===== src/rtl/multimode_modulator.sv =====
// ============================================================================
// multimode_modulator : symbol-timed BPSK / ASK / QPSK / pilot modulator.
// Optional build macro: MODULATOR_QPSK_EN (adds the quadrature datapath).
// Revision: 1.0
// ============================================================================
`default_nettype none

module multimode_modulator #(
  parameter int OUTPUT_WIDTH  = 12,
  parameter int SYM_LEN_WIDTH = 16,
  parameter int ASK_LOW_SHIFT = 2
) (
  input  logic                           clk,
  input  logic                           rst,
  input  logic                           en,
  input  logic [1:0]                     mode_sel,
  input  logic [SYM_LEN_WIDTH-1:0]       sym_len,
  input  logic [1:0]                     data_in,
  input  logic                           data_valid,
  output logic                           data_ready,
  input  logic [OUTPUT_WIDTH-1:0]        sine_c,
  input  logic [OUTPUT_WIDTH-1:0]        cosine_c,
  output logic signed [OUTPUT_WIDTH:0]   mod_out,
  output logic                           busy,
  output logic                           sym_strobe,
  output logic                           underrun
);

  typedef enum logic [0:0] {
    IDLE = 1'b0,
    RUN  = 1'b1
  } state_t;

  localparam logic [SYM_LEN_WIDTH-1:0] CNT_ONE = SYM_LEN_WIDTH'(1);

  state_t                          state_q, state_d;
  logic [SYM_LEN_WIDTH-1:0]        cnt_q, cnt_d;
  logic [1:0]                      sym_q, sym_d;
  logic [1:0]                      mode_q, mode_d;
  logic signed [OUTPUT_WIDTH:0]    mod_q, mod_d;
  logic                            strobe_q, strobe_d;
  logic                            underrun_q, underrun_d;
  logic                            xfer;

  logic signed [OUTPUT_WIDTH:0]    s_ext;
  logic signed [OUTPUT_WIDTH:0]    ask_low;
  logic signed [OUTPUT_WIDTH:0]    mapped;

  // Gated by rst so the handshake reads 0 while reset is held.
  assign data_ready = en && !rst && ((state_q == IDLE) || (cnt_q == '0));
  assign xfer       = data_valid && data_ready;

  assign s_ext = $signed({sine_c[OUTPUT_WIDTH-1], sine_c});

  generate
    if (ASK_LOW_SHIFT == 0) begin : g_ask_ook
      assign ask_low = '0;
    end else begin : g_ask_shift
      assign ask_low = s_ext >>> ASK_LOW_SHIFT;
    end
  endgenerate

`ifdef MODULATOR_QPSK_EN
  logic signed [OUTPUT_WIDTH+1:0]  c_w, s_w, sum_w;
  logic signed [OUTPUT_WIDTH:0]    qpsk_val;

  assign c_w   = $signed({{2{cosine_c[OUTPUT_WIDTH-1]}}, cosine_c});
  assign s_w   = $signed({{2{sine_c[OUTPUT_WIDTH-1]}}, sine_c});
  assign sum_w = (sym_q[1] ? c_w : -c_w) + (sym_q[0] ? s_w : -s_w);
  // Halving keeps the full +/-2^OW sum range inside OW+1 bits.
  assign qpsk_val = (OUTPUT_WIDTH+1)'(sum_w >>> 1);
`else
  logic unused_qpsk;
  assign unused_qpsk = ^{cosine_c, sym_q[1]};
`endif

  always_comb begin
    mapped = s_ext;
    case (mode_q)
      2'b00:   mapped = sym_q[0] ? s_ext : -s_ext;
      2'b01:   mapped = sym_q[0] ? s_ext : ask_low;
`ifdef MODULATOR_QPSK_EN
      2'b10:   mapped = qpsk_val;
`else
      2'b10:   mapped = sym_q[0] ? s_ext : -s_ext;
`endif
      default: mapped = s_ext;
    endcase
  end

  always_comb begin
    state_d    = state_q;
    cnt_d      = cnt_q;
    sym_d      = sym_q;
    mode_d     = mode_q;
    strobe_d   = 1'b0;
    underrun_d = 1'b0;
    mod_d      = (state_q == RUN) ? mapped : '0;
    if (xfer) begin
      sym_d    = data_in;
      mode_d   = mode_sel;
      cnt_d    = sym_len;
      state_d  = RUN;
      strobe_d = 1'b1;
    end else if (state_q == RUN) begin
      if (cnt_q != '0) begin
        cnt_d = cnt_q - CNT_ONE;
      end else begin
        // Boundary with no new symbol: underrun only counts while enabled.
        state_d    = IDLE;
        underrun_d = en;
      end
    end
  end

  always_ff @(posedge clk or posedge rst) begin
    if (rst) begin
      state_q    <= IDLE;
      cnt_q      <= '0;
      sym_q      <= '0;
      mode_q     <= '0;
      mod_q      <= '0;
      strobe_q   <= 1'b0;
      underrun_q <= 1'b0;
    end else begin
      state_q    <= state_d;
      cnt_q      <= cnt_d;
      sym_q      <= sym_d;
      mode_q     <= mode_d;
      mod_q      <= mod_d;
      strobe_q   <= strobe_d;
      underrun_q <= underrun_d;
    end
  end

  assign mod_out    = mod_q;
  assign busy       = (state_q == RUN);
  assign sym_strobe = strobe_q;
  assign underrun   = underrun_q;

endmodule

`default_nettype wire


===== config.mk =====
export PLATFORM = sky130hd
export DESIGN_NAME = multimode_modulator
export DESIGN_NICKNAME = d
export VERILOG_FILES = /design/src/rtl/multimode_modulator.sv
export SDC_FILE = /design/constraint.sdc
export NUM_CORES = 1
export LEC_CHECK = 0
export CAP_MARGIN = 20
export CORE_AREA = 2 2 75 77
export CTS_CLUSTER_SIZE = 30
export DETAILED_ROUTE_END_ITERATION = 16
export DIE_AREA = 0 0 77 79
export GPL_TIMING_DRIVEN = 0
export PLACE_DENSITY = 0.74
export SLEW_MARGIN = 20
export SYNTH_ARGS = -nofsm -noshare
export SYNTH_HDL_FRONTEND = slang
export SYNTH_SLANG_ARGS = --single-unit

===== constraint.sdc =====
create_clock -name clk -period 3.2 [get_ports clk]
set_input_delay 0.48 -clock clk [delete_from_list [all_inputs] [get_ports clk]]
set_output_delay 0.48 -clock clk [all_outputs]
set_load 0.005 [all_outputs]

Word level (Yosys, flattened, before mapping). Index checks and enable logic that the tools add are counted.

Bits of input ports: 48. Register bits after elaboration: 35. Output and inout port bits: 17. Word-level logic and storage cells: 38.

Reductions and logical operators: 12. Equal/unequal tests: 2. Multiplexer cells: 14. Bitwise gates (word level): 1. Add/subtract/negate cells: 2.

Operators with widths (number): $mux W16 (3); $mux W13 (2); $pmux W13 S2 (1); $logic_not A16 Y1 (1); $reduce_bool A16 Y1 (1); $sub A16 B1 Y16 const B (1); $neg A12 Y13 (1); $mux W11 (1); $mux W1 (7); $reduce_bool A2 Y1 (2); $logic_and A1 B1 Y1 (3); $eq A2 B1 Y1 const B (1); $eq A2 B2 Y1 const B (1); $logic_not A2 Y1 (1); $reduce_and A2 Y1 (1); $reduce_or A2 Y1 (1); $logic_not A1 Y1 (1); $logic_or A1 B1 Y1 (1); $not A1 Y1 (1).

Logic depth before layout (Yosys ltp). Gate-level depths: netlist (run 1).

Depth in word-level cells: 6. Mapped depth: 9. Mapped depth without buffers: 8.

Worst setup path after synthesis (run 1). No wires, ideal clock.

Path kind: input to register. Start point: in rst. End point: reg cnt_q[14]. Stages: 6. Arrival: 2.174 ns. Path buffers: 1. Slack: 0.891 ns. Data required time: 3.065 ns. Setup time: 0.135 ns. Path through: inv_1 and3_1 o21ai_1 inv_2 clkbuf_1 o21ai_0.

Word-level cells in the longest chain between the ends: 6. Elaborated cells on any way between the ends: 8. Classes of those cells: mux: 1; reduce/logical: 7.

RTL lines: start: declaration (RTL line 14) `input logic rst,`; $logic_not A1 Y1 (no source line) *; $logic_and A1 B1 Y1 * (2 in series) (RTL line 50) `assign data_ready = en && !rst && ((state_q == IDLE) || (cnt_q == '0));`; $logic_and A1 B1 Y1 * (RTL line 51) `assign xfer = data_valid && data_ready;`; $reduce_bool A2 Y1 (no source line); $reduce_and A2 Y1 (no source line); end signal: assignment (RTL line 127) `cnt_q <= cnt_d;`; end: declaration (RTL line 37) `logic [SYM_LEN_WIDTH-1:0] cnt_q, cnt_d;`.

Mark *: on every way between the ends. The rest lies on a longest branch, timed or not. A chain may end at the register's enable or synchronous reset.

Worst setup path in the final report (run 1).
Start point: reg cnt_q[0]. End point: out data_ready.

Word-level cells in the longest chain between the ends: 3.

RTL lines: $logic_not A16 Y1 (RTL line 50); $logic_or A1 B1 Y1 (RTL line 50); $logic_and A1 B1 Y1 (RTL line 50); end: declaration (RTL line 20) `output logic data_ready,`.

Every way passes these cells.

==> impl_results.md, run 1 <==
- Status: completed
- Asr flop ratio synth: 100%
- Setup crit start kind: flip-flop
- Final instance area: between 0.002 and 0.003 mm^2
- Critical path depth in cells: 7
- Reg2Reg Setup Slack: 0.75 ns
- Final min period: between 2 and 3 ns
- Mapped Area: approximately 0.0020 mm^2
- Post-synthesis adder-cell area fraction: under 10%
- Number of global-route vias before repair: ~1,900
- Post-Synth Simple-Gate Area: about a quarter
- Synth Instances: approximately 240
- Final period utilization: 93.5%
- CTS tree: yes
- Setup_tns: 0 ns
- Critical path's slowest cell: clkdlybuf4s50_1
- Max stage delay on crit path: between 0.4 and 0.5 ns
- Placed inst area: about 0.0026 mm^2
- Req. time, crit path: 2.72 ns
- Xor and xnor fraction of the mapped netlist area: between 4 and 5%
- Distinct cells, synth: 36
- Worst flop-to-flop path startpoint: cnt_q[0]
- Max-cap check violation count: 0
- Worst R2R Path Depth: 9
- Critical path class: flip-flop to output port
- Net count after synthesis: 286
- Clock Skew: 0.00423 ns
- Mux contribution to synthesized area: just over 1%
- Number of enable flip-flop cells after synthesis: 0
- Min-Delay Endpoint: cnt_q[15]
- Core ar.: about 0.0053 mm^2
- Fill count: around 520
- Num ports: 65
- Cell taking the most area after synthesis: dfrtp_1
- Initial antenna violation count: 0
- Synth top area cells: dfrtp_1, nor2_1, o21ai_0
- DRT antenna net count: 0
- Sequential area share after synthesis: between 40% and 50%
- Endpoints failing hold: 0
- Comb pwr share: ~17%
- WP data arrival: ~2.5 ns
- Share of the synthesized area in the top cell type: 44.0%
- GRT overflow: 0
- Share of layout cells above drive strength 1: between 4 and 5%
- Sw Share: 26.6%
- Crit Path Max Fanout: 13
- Drt wl/cell: roughly 15 um
- Leakage power figure: between 1 and 1.5 nW
- CP Buf/Inv Count: 2
- Max VDD drop: ~0.27 mV
- Clock tree sinks: 35
- Initial core utilization: between 30% and 40%
- H-tree levels: 2
- Site Rows: 27
- Clock Pin Slew Worst Setup and Hold Paths: approximately 0.08 ns
- Internal Power: 0.930 mW
- Worst hold start: cnt_q[15]
- Worst path cell trace: inv_1 -> ha_1 -> nor3b_2 -> nand4_1 -> nand2_2 -> and3_1 -> clkdlybuf4s50_1
- Largest family of logic cells by synthesized area: simple AND/OR/NAND/NOR gates
- Via-to-Cell Ratio: around 5.6
- Final setup fails: 0
- Crit end category: output port
- Die ar.: 0.00608 mm^2
- Slew headroom: a little under half
- Worst hold path depth: 1
- Diode count: 0
- Initial DRC count: around 160
- First-pass DRT Iterations: 6
- Seq cells post-synth: 35
- Syn Area/Cell: ~8.5 um^2
- Min-Delay Path Class: flip-flop to flip-flop
- First-pass GRT wire length: 8.92 mm
- Width of the die: between 70 and 80 um
- DRC: 0
- Slew Viols, Final: 0
- Yosys warns: 0
- Skew-Pair Late Insertion Delay: 0.30 ns
- Largest net degree at the start of global routing: 39
- Final HPWL DP: between 3 and 4 mm
- RSZ-0062 raised after global routing: no
- Gr usage total: between 10% and 20%
- Top_reg_cell synth: dfrtp_1
- Worst Tran Pin Value: 0.810 ns
- Die Y: 79 um
- F_max: around 330 MHz
- Pwr dens: 465 mW/mm^2
- WL final: between 5 and 6 mm
- Post-CTS Setup Bufs: 0
- Final net count: roughly 340
- Root Driver: clkbuf_8
- Total CTS buffers: 5
- Sequential fraction of design power: around 45%
- Clock power share: roughly 39%
- Port bufs: 50
- Vias: between 2,000 and 2,500
- Area Overhead vs Synth: 36.7%
- CTS Buffer Depth: 2
- GPL Wtd Cong: 0.890
- R2r endpoint: cnt_q[8]
- Sw power: 0.337 mW
- CTS Hold Bufs: 0
- Crit path max-delay family: simple AND/OR/NAND/NOR gates
- Synth Area in Compound Gates: 19.5%
through the flow:
stage / util (%) / setup WS (ns) / power (mW) / std cells / hold slack [ns]
3_5_place_dp: 48.4 / 0.119 / 0.779 / 357 / 0.473
2_1_floorplan: - / 0.891 / 0.674 / 235 / 0.448
5_1_grt: 51.0 / 0.0149 / 1.32 / 364 / 0.544
3_3_place_gp: 48.4 / -0.230 / 0.771 / 357 / 0.461
4_1_cts: 50.9 / 0.0766 / 1.27 / 364 / 0.487
6_report: 51.0 / 0.208 / 1.27 / 364 / 0.513
kinds of logic after synthesis:
group / Yosys count
flops: 35
simple gates: 97
mux: 2
compound gates: 62
buf+inv: 26
xor+xnor: 10
fa+ha+maj: 3
layer usage:
layer  share of wire (%)  global-route usage, %  wire, um
met5                   0                      0         0
met4                 1.9                   6.96       102
met3                 7.5                   3.98       402
met2                  45                   27.5      2410
met1                  46                   26.4      2440
cell type report:
class	count	area [um^2]	area share (%)
clock buffer	5	68.8	2.53
timing repair buffer	50	500	18.4
clock inverter	3	67.6	2.48
inverter	14	52.6	1.93
tap	72	90.1	3.31
multi-input combinational	174	1020	37.6
buffer	11	42.5	1.56
sequential	35	876	32.2
how the worst max path moves through the flow:
stage                   from          to  slack [ns]
finish              cnt_q[0]  data_ready        0.21
floorplan                rst   cnt_q[14]        0.89
global placement         rst    cnt_q[8]       -0.23
CTS                 cnt_q[0]  data_ready        0.08
global route        cnt_q[6]  data_ready        0.01
detailed placement  cnt_q[0]  data_ready        0.12
power by group through the flow:
stage,Clock [mW],Combinational [mW],Sequential [mW]
2_1_floorplan,0,0.118,0.556
3_3_place_gp,0,0.203,0.568
3_5_place_dp,0,0.208,0.571
4_1_cts,0.495,0.210,0.564
5_1_grt,0.510,0.232,0.575
6_report,0.490,0.210,0.566
timing repair:
item	in CTS	in global routing
pin swaps	0	0
endpoints found under the setup margin	1	1
gates resized for setup	1	1
hold endpoints to repair	0	0
placed cells by master (no fill, tap or decap), types with 2 or more instances in the layout:
cell / instances
xnor2_1: 2
nand2_1: 16
a211oi_1: 4
nand4_1: 4
nand2b_1: 2
xor2_1: 8
nor3b_1: 4
a31oi_1: 4
o21ai_1: 2
a221o_1: 4
bufinv_16: 2
nor2_1: 33
clkdlybuf4s50_1: 50
and3_1: 5
clkbuf_8: 5
mux2i_1: 2
inv_1: 12
clkbuf_1: 10
nor3_1: 10
nand3_1: 3
a21oi_1: 15
a311oi_1: 5
dfrtp_1: 35
o21ai_0: 18
ha_1: 3
nor4_1: 10
a21boi_0: 2
nand3b_1: 2
or4_1: 3
inv_2: 2
o22ai_1: 4
synthesized netlist by cell type, drive strengths merged, types with 3 or more instances:
library cell	instances
o22ai	4
or4	3
o21ai	20
a211oi	4
nor3	10
and3	5
nor2	33
dfrtp	35
xor2	8
a31oi	4
nand4	4
nand2	17
a221o	4
nor4	10
nand3	3
inv	14
a21oi	15
ha	3
a311oi	5
clkbuf	11
nor3b	5
worst reg2reg max path, stage by stage, from the launching register on:
cell,delay (ns)
dfrtp_1,0.45
inv_1,0.09
ha_1,0.22
nor3b_2,0.18
and4_1,0.25
o21ai_1,0.37
inv_2,0.16
clkbuf_1,0.28
a32oi_1,0.20
o21ai_0,0.11
registers in the layout, indices dropped and copies added (netlist names):
register    cells
cnt_q          16
mod_out        13
sym_q           1
busy            1
sym_strobe      1
underrun        1
mode_q          2
Power figures use the tool's default switching activity.
==> run 2: changes to the inputs <==
- SLEW_MARGIN: 20 -> 40
==> run 2 against run 1 <==
  * Final cell count stayed put
  * Sequential share of layout area hardly changed
  * Sequential power about the same
  * Clock skew barely moved
  * Clock-buffer cell count did not move
  * Via count hardly changed
  * Critical path type unchanged
  * Highest routed layer unchanged
==> impl_results.md, run 2 (synthesis results as in run 1) <==
- Drt wl/cell: 14.7 um
- Most common cell after layout, fill and taps aside: clkdlybuf4s50_1
- Initial core utilization: a little under two fifths
- CTS tree: yes
- Max VDD drop: 0.272 mV
- Slew Viols, Final: 0
- Share of layout cells above drive strength 1: around 4.5%
- First-pass DRT Iterations: 4
- GPL Wtd Cong: just under 0.9
- Status: completed
- Port bufs: 50
- Root Driver: clkbuf_8
- CTS Buffer Depth: 2
- Max stage delay on crit path: 0.49 ns
- RSZ-0062 raised after global routing: no
- Clock power share: around 39%
- Clock tree sinks: 35
- Critical path's slowest cell: clkdlybuf4s50_1
- Most frequent cells in the layout: clkdlybuf4s50_1, dfrtp_1, nor2_1
- Num ports: 65
- Worst Tran Pin Value: about 0.79 ns
- Diode count: 0
- WL final: 5.35 mm
- Width of the die: between 70 and 80 um
- Vias: around 2,000
- Reg with most FFs: cnt_q
- Sequential fraction of design power: around 45%
- Clock Pin Slew Worst Setup and Hold Paths: approximately 0.080 ns
- Skew-Pair Late Insertion Delay: ~0.3 ns
- First-pass GRT wire length: between 8 and 9 mm
- Gr usage total: between 10% and 20%
- Req. time, crit path: approximately 2.7 ns
- Final HPWL DP: 3.82 mm
- Largest net degree at the start of global routing: 39
- Final instance area: 0.00272 mm^2
- Critical path class: flip-flop to output port
- GRT overflow: 0
- DRC: 0
- Min-Delay Path Class: flip-flop to flip-flop
- Die Y: just under 80 um
- Endpoints failing hold: 0
- Final net count: 342
- Initial antenna violation count: 0
- Final min period: 2.99 ns
- F_max: roughly 330 MHz
- Sw power: ~0.34 mW
- Clock Skew: about 0.0043 ns
- Core ar.: 0.00534 mm^2
- Slew headroom: a little under half
- Setup_tns: 0 ns
- FF/Latch Area: between 800 and 900 um^2
- Via-to-Cell Ratio: approximately 5.6
- Die ar.: ~0.006 mm^2
- Number of global-route vias before repair: about 1,900
- Total CTS buffers: 5
- Final Core Density: 51.0%
- Initial DRC count: 158
- Site Rows: 27
- Crit Path Max Fanout: 13
- DRT antenna net count: 0
- Sw Share: between 20% and 30%
- Max FFs per register: 16
- Final period utilization: 93.5%
- Crit end category: output port
- Worst path cell trace: inv_1 -> ha_1 -> nor3b_2 -> nand4_1 -> nand2_2 -> and3_1 -> clkdlybuf4s50_1
- Final setup fails: 0
- Pwr dens: roughly 470 mW/mm^2
- Comb pwr share: 16.6%
- Area Overhead vs Synth: 36.7%
- WP data arrival: roughly 2.5 ns
- Internal Power: 0.930 mW
- Max-cap check violation count: 0
- CTS Hold Bufs: 0
- Setup crit start kind: flip-flop
- Multi-input gate area: roughly 0.0010 mm^2
- H-tree levels: 2
- Fill count: 524
- Placed inst area: between 0.002 and 0.003 mm^2
- Leakage power figure: approximately 1.1 nW
- Overall power: 1.27 mW
[run 2: cell count changes in the layout (fill, tap and decap cells not counted)]
cell      previous run  this run
inv_2                2         1
clkinv_2             0         1
[run 2: cell type report]
cell class | count | area share [%]
Multi-Input combinational cell | 174 | 37.6
Sequential cell | 35 | 32.2
Timing Repair Buffer | 50 | 18.4
Tap cell | 72 | 3.31
Clock buffer | 5 | 2.53
Clock inverter | 3 | 2.48
Inverter | 14 | 1.98
Buffer | 11 | 1.56
[run 2: timing repair]
action,in CTS,in global routing
endpoints found under the setup margin,1,1
buffers inserted,0,0
resized for setup,1,1
[run 2: through the flow]
step	cells	hold slack [ns]	setup slack, ns
final	364	0.513	0.207
after global routing	364	0.544	0.0163
after CTS	364	0.487	0.0766
after detailed placement	357	0.473	0.119
after global placement	357	0.461	-0.230
after floorplan	235	0.448	0.891
[run 2: metal layers]
metal	part of all wire (%)	GRT usage (%)	routed length, um	up-vias
li1	-	-	-	966
met1	46	26.4	2480	982
met2	45	27.5	2410	88
met3	6.8	3.98	363	10
met4	1.7	6.96	93	0
met5	0	0	0	-
[run 2: power by group through the flow]
stage | combinational (mW) | sequential, mW | clock (mW)
CTS | 0.210 | 0.564 | 0.495
detailed placement | 0.208 | 0.571 | 0
finish | 0.211 | 0.566 | 0.490
floorplan | 0.118 | 0.556 | 0
global route | 0.232 | 0.575 | 0.510
global placement | 0.203 | 0.568 | 0
[run 2: path summary, 6_finish.rpt]
path / start / to / slack, ns / cells past startpoint
max: cnt_q[0] / data_ready / 0.21 / 7
min: cnt_q[15] / cnt_q[15] / 0.51 / 1
max reg2reg: cnt_q[0] / cnt_q[8] / 0.76 / 9
min reg2reg: cnt_q[15] / cnt_q[15] / 0.51 / 1
max in group asynchronous: rst / cnt_q[14] / 2.26 / 2
min in group asynchronous: rst / mode_q[0] / 0.56 / 2
[run 2: worst max-delay path: cells and delay by family, from the launching register on]
| family | cells | cell delay [ns] |
|---|---|---|
| and+or+nand+nor | 4 | 1.00 |
| buffers and inverters | 2 | 0.60 |
| DFF | 1 | 0.45 |
| adders and majority gates | 1 | 0.17 |
